## src/rtl/sum_block_accumulator.sv

```systemverilog
// Accumulates BLK_LEN unsigned adder sums into an ACC_W-bit block total with overflow flag.
// Define SUM_ACC_SAT_EN to clamp the total to all-ones on overflow instead of wrapping.
module sum_block_accumulator #(
    parameter  int NUM     = 8,
    parameter  int ACC_W   = 16,
    parameter  int BLK_LEN = 4,
    localparam int CNT_W   = $clog2(BLK_LEN + 1)
) (
    input  logic             clk_i,
    input  logic             rst_i,
    input  logic             clear_i,
    input  logic             in_valid_i,
    output logic             in_ready_o,
    input  logic [NUM:0]     sum_i,
    output logic             out_valid_o,
    input  logic             out_ready_i,
    output logic [ACC_W-1:0] acc_o,
    output logic             ovf_o,
    output logic [CNT_W-1:0] cnt_o
);

    typedef enum logic {ACCUM, HOLD} state_e;

    state_e           state_q;
    logic [ACC_W-1:0] acc_q, acc_d;
    logic             ovf_q, ovf_d;
    logic [CNT_W-1:0] cnt_q, cnt_d;
    logic [ACC_W:0]   add_full;
    logic             carry;

    always_comb begin
        add_full = {1'b0, acc_q} + {{(ACC_W - NUM){1'b0}}, sum_i};
        carry    = add_full[ACC_W];
`ifdef SUM_ACC_SAT_EN
        // Once clamped, any further non-zero add carries again, so the total stays pinned.
        acc_d    = carry ? {ACC_W{1'b1}} : add_full[ACC_W-1:0];
`else
        acc_d    = add_full[ACC_W-1:0];
`endif
        ovf_d    = ovf_q | carry;
        cnt_d    = cnt_q + CNT_W'(1);
    end

    // NOTE: all state updates use non-blocking assignments so every register samples pre-edge values.
    always_ff @(posedge clk_i) begin
        if (!rst_i || clear_i) begin
            state_q <= ACCUM;
            acc_q   <= '0;
            ovf_q   <= 1'b0;
            cnt_q   <= '0;
        end else begin
            case (state_q)
                ACCUM: begin
                    if (in_valid_i) begin
                        acc_q <= acc_d;
                        ovf_q <= ovf_d;
                        cnt_q <= cnt_d;
                        if (cnt_q == CNT_W'(BLK_LEN - 1)) state_q <= HOLD;
                    end
                end
                HOLD: begin
                    if (out_ready_i) begin
                        state_q <= ACCUM;
                        acc_q   <= '0;
                        ovf_q   <= 1'b0;
                        cnt_q   <= '0;
                    end
                end
                default: state_q <= ACCUM;
            endcase
        end
    end

    assign in_ready_o  = (state_q == ACCUM);
    assign out_valid_o = (state_q == HOLD);
    assign acc_o       = acc_q;
    assign ovf_o       = ovf_q;
    assign cnt_o       = cnt_q;

endmodule

```

## config.mk

```make
export PLATFORM = sky130hd
export DESIGN_NAME = sum_block_accumulator
export DESIGN_NICKNAME = d
export VERILOG_FILES = /design/src/rtl/sum_block_accumulator.sv
export SDC_FILE = /design/constraint.sdc
export NUM_CORES = 1
export LEC_CHECK = 0
export BUFFER_PORTS_ARGS = -buffer_cell sky130_fd_sc_hd__buf_4
export CAP_MARGIN = 5
export CORE_ASPECT_RATIO = 1.4
export CORE_MARGIN = 2
export CORE_UTILIZATION = 53
export CTS_BUF_LIST = sky130_fd_sc_hd__clkbuf_4
export DETAILED_ROUTE_END_ITERATION = 6
export GPL_TIMING_DRIVEN = 0
export PLACE_DENSITY = 0.82
export SLEW_MARGIN = 15
export SYNTH_ARGS = -nofsm -noshare
export SYNTH_HDL_FRONTEND = slang
export SYNTH_SLANG_ARGS = --single-unit
export TNS_END_PERCENT = 1
```

## constraint.sdc

```tcl
create_clock -name clk_i -period 2.9 [get_ports clk_i]
set_input_delay 0.58 -clock clk_i [delete_from_list [all_inputs] [get_ports clk_i]]
set_output_delay 0.58 -clock clk_i [all_outputs]
set_load 0.01 [all_outputs]
```

==> results_dict.tcl <==
set metrics [dict create \
    outcome "completed" \
    clock_path_buffers 2 \
    hold_path_class "flip-flop to flip-flop" \
    fp.dieW_um 45.33 \
    row_count 21 \
    critPathArrivalTime_ns 2.60 \
    final.setup.tns_ns 0 \
    detail_route.first_pass.iterations 4 \
    period_share 0.8143 \
    synth_warnings 0 \
    grt_setup_unrepaired "no" \
    ir_drop_uv 209.1 \
    grt.met3_usage 0.02023 \
    synthesis.area_um2 1267 \
    numCtsBuffers 3 \
    antenna_cells 0 \
    min_period_ns 2.361 \
    synth_top_family_by_area "compound AO/OA/AOI/OAI gates" \
    synthSimpleGateAreaFrac 0.2063 \
    ys_seq_elements 21 \
    worst-setup-path-type "flip-flop to flip-flop" \
    netlist_top_cells_count "21 x dfxtp_1, 17 x a21oi_1, 14 x nor2_1, 11 x ha_1, 10 x o21ai_0" \
    avgSynthCellArea_um2 8.863 \
    htreeDepth 1 \
    coreArea_um2 2338 \
    synthMuxAreaShare 0.01086 \
    cp-end-kind "flip-flop" \
    grt.overflow.total 0 \
    num_vias 1220 \
    routed_via_density 5.951 \
    gp_routability_congestion 0.8637 \
    startpoint "acc_o[0]$_SDFFE_PP0P_" \
    setup_viol 0 \
    die_h_um 61.86 \
    finClkSkew_ns 0.004572 \
    ant_nets 0 \
    route.detailed.drc 0 \
    synth.most_common_cell "dfxtp_1" \
    timing.fmax_ghz 0.4235 \
    critPathMaxFanout 7 \
    fin_cells 205 \
    area.growth.synth_to_final_pct 25.37 \
    first_global_vias 1027 \
    cts-resized-gates 0 \
    synthTopCellsByArea "dfxtp_1 33%, ha_1 11%, a21oi_1 6.7%" \
    drv_slew 0 \
    post-synth-top-area-fraction 0.3317 \
    final-hold-violation-count 0 \
    fin_nets 209 \
    post-cts-setup-buffers 0 \
    initial_utilization 0.5420 \
    busiest_layer "met2" \
    dieArea_um2 2804 \
    r2r_setup_slack_ns 0.54 \
    wl_per_cell_um 13.66 \
    p_leak_nw 0.6908 \
    cts_tree "done" \
    grt_start_max_net_pins 12 \
    grt_pass1_wl_um 4471 \
    io_buffers 35 \
    synth_xor_area_frac 0.03455 \
    cap_violations 0 \
    drive_gt1_frac 0.2582 \
    synthFlopType "dfxtp_1" \
    yosys.area_share.adder 0.1244 \
    met2_usage 0.3755 \
    dpl.hpwl_um 2194 \
    grt_use_total 0.2155 \
    insertion_delay_ns 0.31 \
    power.density_nw_per_um2 359.1 \
    syn_nets 169 \
    worst_r2r_startpoint "acc_o[0]$_SDFFE_PP0P_" \
    ys_seq_area_frac 0.3317 \
    clockRootBuffer "clkbuf_4" \
    hp-start "ovf_o$_SDFFE_PP0P_" \
    holdBufCountCts 0 \
    wl_um 2801 \
    cts.clk_slew.worst_paths_ns 0.12 \
    start_kind "flip-flop" \
    pin_count 36 \
    post-route-util 0.6795 \
    antenna_found_initial 0 \
    clock_sinks 21 \
    synth_compound_area_frac 0.2685 \
    required_ns 3.14 \
    tightestPinTransition_ns 0.4894 \
    place_inst 201 \
    synth_largest_area_cell "dfxtp_1" \
    grt_use_met1 0.2637 \
    synth_edf_count 0 \
    yosys.cell_types.count 37 \
    n_fill_cell 199 \
    synthArstFlopShare 0 \
    synth_cells 143 \
    drtIter0Drc 37 \
    slew_headroom 0.6673 \
]
==> layout by cell type, fill, tap and decap left out, types with 3 or more instances in the layout <==
| master | count |
|---|---|
| or4_1 | 3 |
| buf_4 | 35 |
| nand2_1 | 6 |
| clkbuf_4 | 4 |
| xnor2_1 | 4 |
| dfxtp_1 | 21 |
| a21o_1 | 3 |
| nand2b_1 | 6 |
| ha_1 | 11 |
| or3_1 | 5 |
| a22o_1 | 6 |
| nor2_1 | 14 |
| inv_1 | 6 |
| o21ai_0 | 10 |
| a21oi_1 | 17 |
==> flip-flops by register name, indices dropped and copies added, names as in the netlist <==
register	count
acc_o	16
cnt_o	3
out_valid_o	1
ovf_o	1
==> cells by family (layout without fill, tap and decap cells) <==
family	count (synthesis)	in the layout
muxes	1	1
AOI/OAI and AO/OA	49	49
buffers and inverters	8	47
adders and majority gates	12	12
DFF	21	21
and+or+nand+nor	47	47
xor gates and xnor gates	5	5
==> worst max-delay path: stages, from the launching register on <==
cell	delay, ns
dfxtp_1	0.38
ha_1	0.20
inv_1	0.06
fa_1	0.39
nand2b_1	0.20
a21oi_1	0.28
a21boi_1	0.23
or3_1	0.39
a21oi_1	0.16
==> path summary, 6_finish.rpt <==
check                                               to  cells past startpoint
worst min register to register      ovf_o$_SDFFE_PP0P_                      1
worst max-delay path            acc_o[14]$_SDFFE_PP0P_                      8
worst max register to register  acc_o[14]$_SDFFE_PP0P_                      8
worst min-delay path                ovf_o$_SDFFE_PP0P_                      1
==> metrics by stage <==
stage	setup slack [ns]	hold WS [ns]	power [mW]	instance area, um2
after floorplan	0.6534	0.5037	0.3826	1267
after global routing	0.3570	0.5409	0.5967	1589
after CTS	0.5491	0.5104	0.5726	1589
after detailed placement	0.2712	0.4806	0.4220	1559
final	0.5386	0.5075	0.5707	1589
after global placement	0.3935	0.4520	0.4178	1559
==> routing by layer <==
metal  wire [um]  share of wire
met1        1179           0.42
met2        1452           0.52
met3         112          0.040
met4          57          0.020
met5           0              0
==> area by class of cell <==
class | count | area, um2 | share of cell area
plain buffers | 2 | 7.507 | 0.004724
well taps | 23 | 28.78 | 0.01811
inverters | 6 | 22.52 | 0.01417
multi-input cells | 114 | 817.0 | 0.5142
clock buffers | 4 | 30.03 | 0.01890
flip-flops and latches | 21 | 420.4 | 0.2646
repair buffers | 35 | 262.8 | 0.1654
==> report_power, final <==
| part | switching (mW) | internal (mW) | total, mW |
|---|---|---|---|
| combinational | 0.0595 | 0.0559 | 0.115 |
| sequential | 0.00553 | 0.295 | 0.300 |
| clock | 0.0918 | 0.0630 | 0.155 |
| total | 0.157 | 0.414 | 0.571 |
Note: power is estimated with default switching activity, not from simulation.
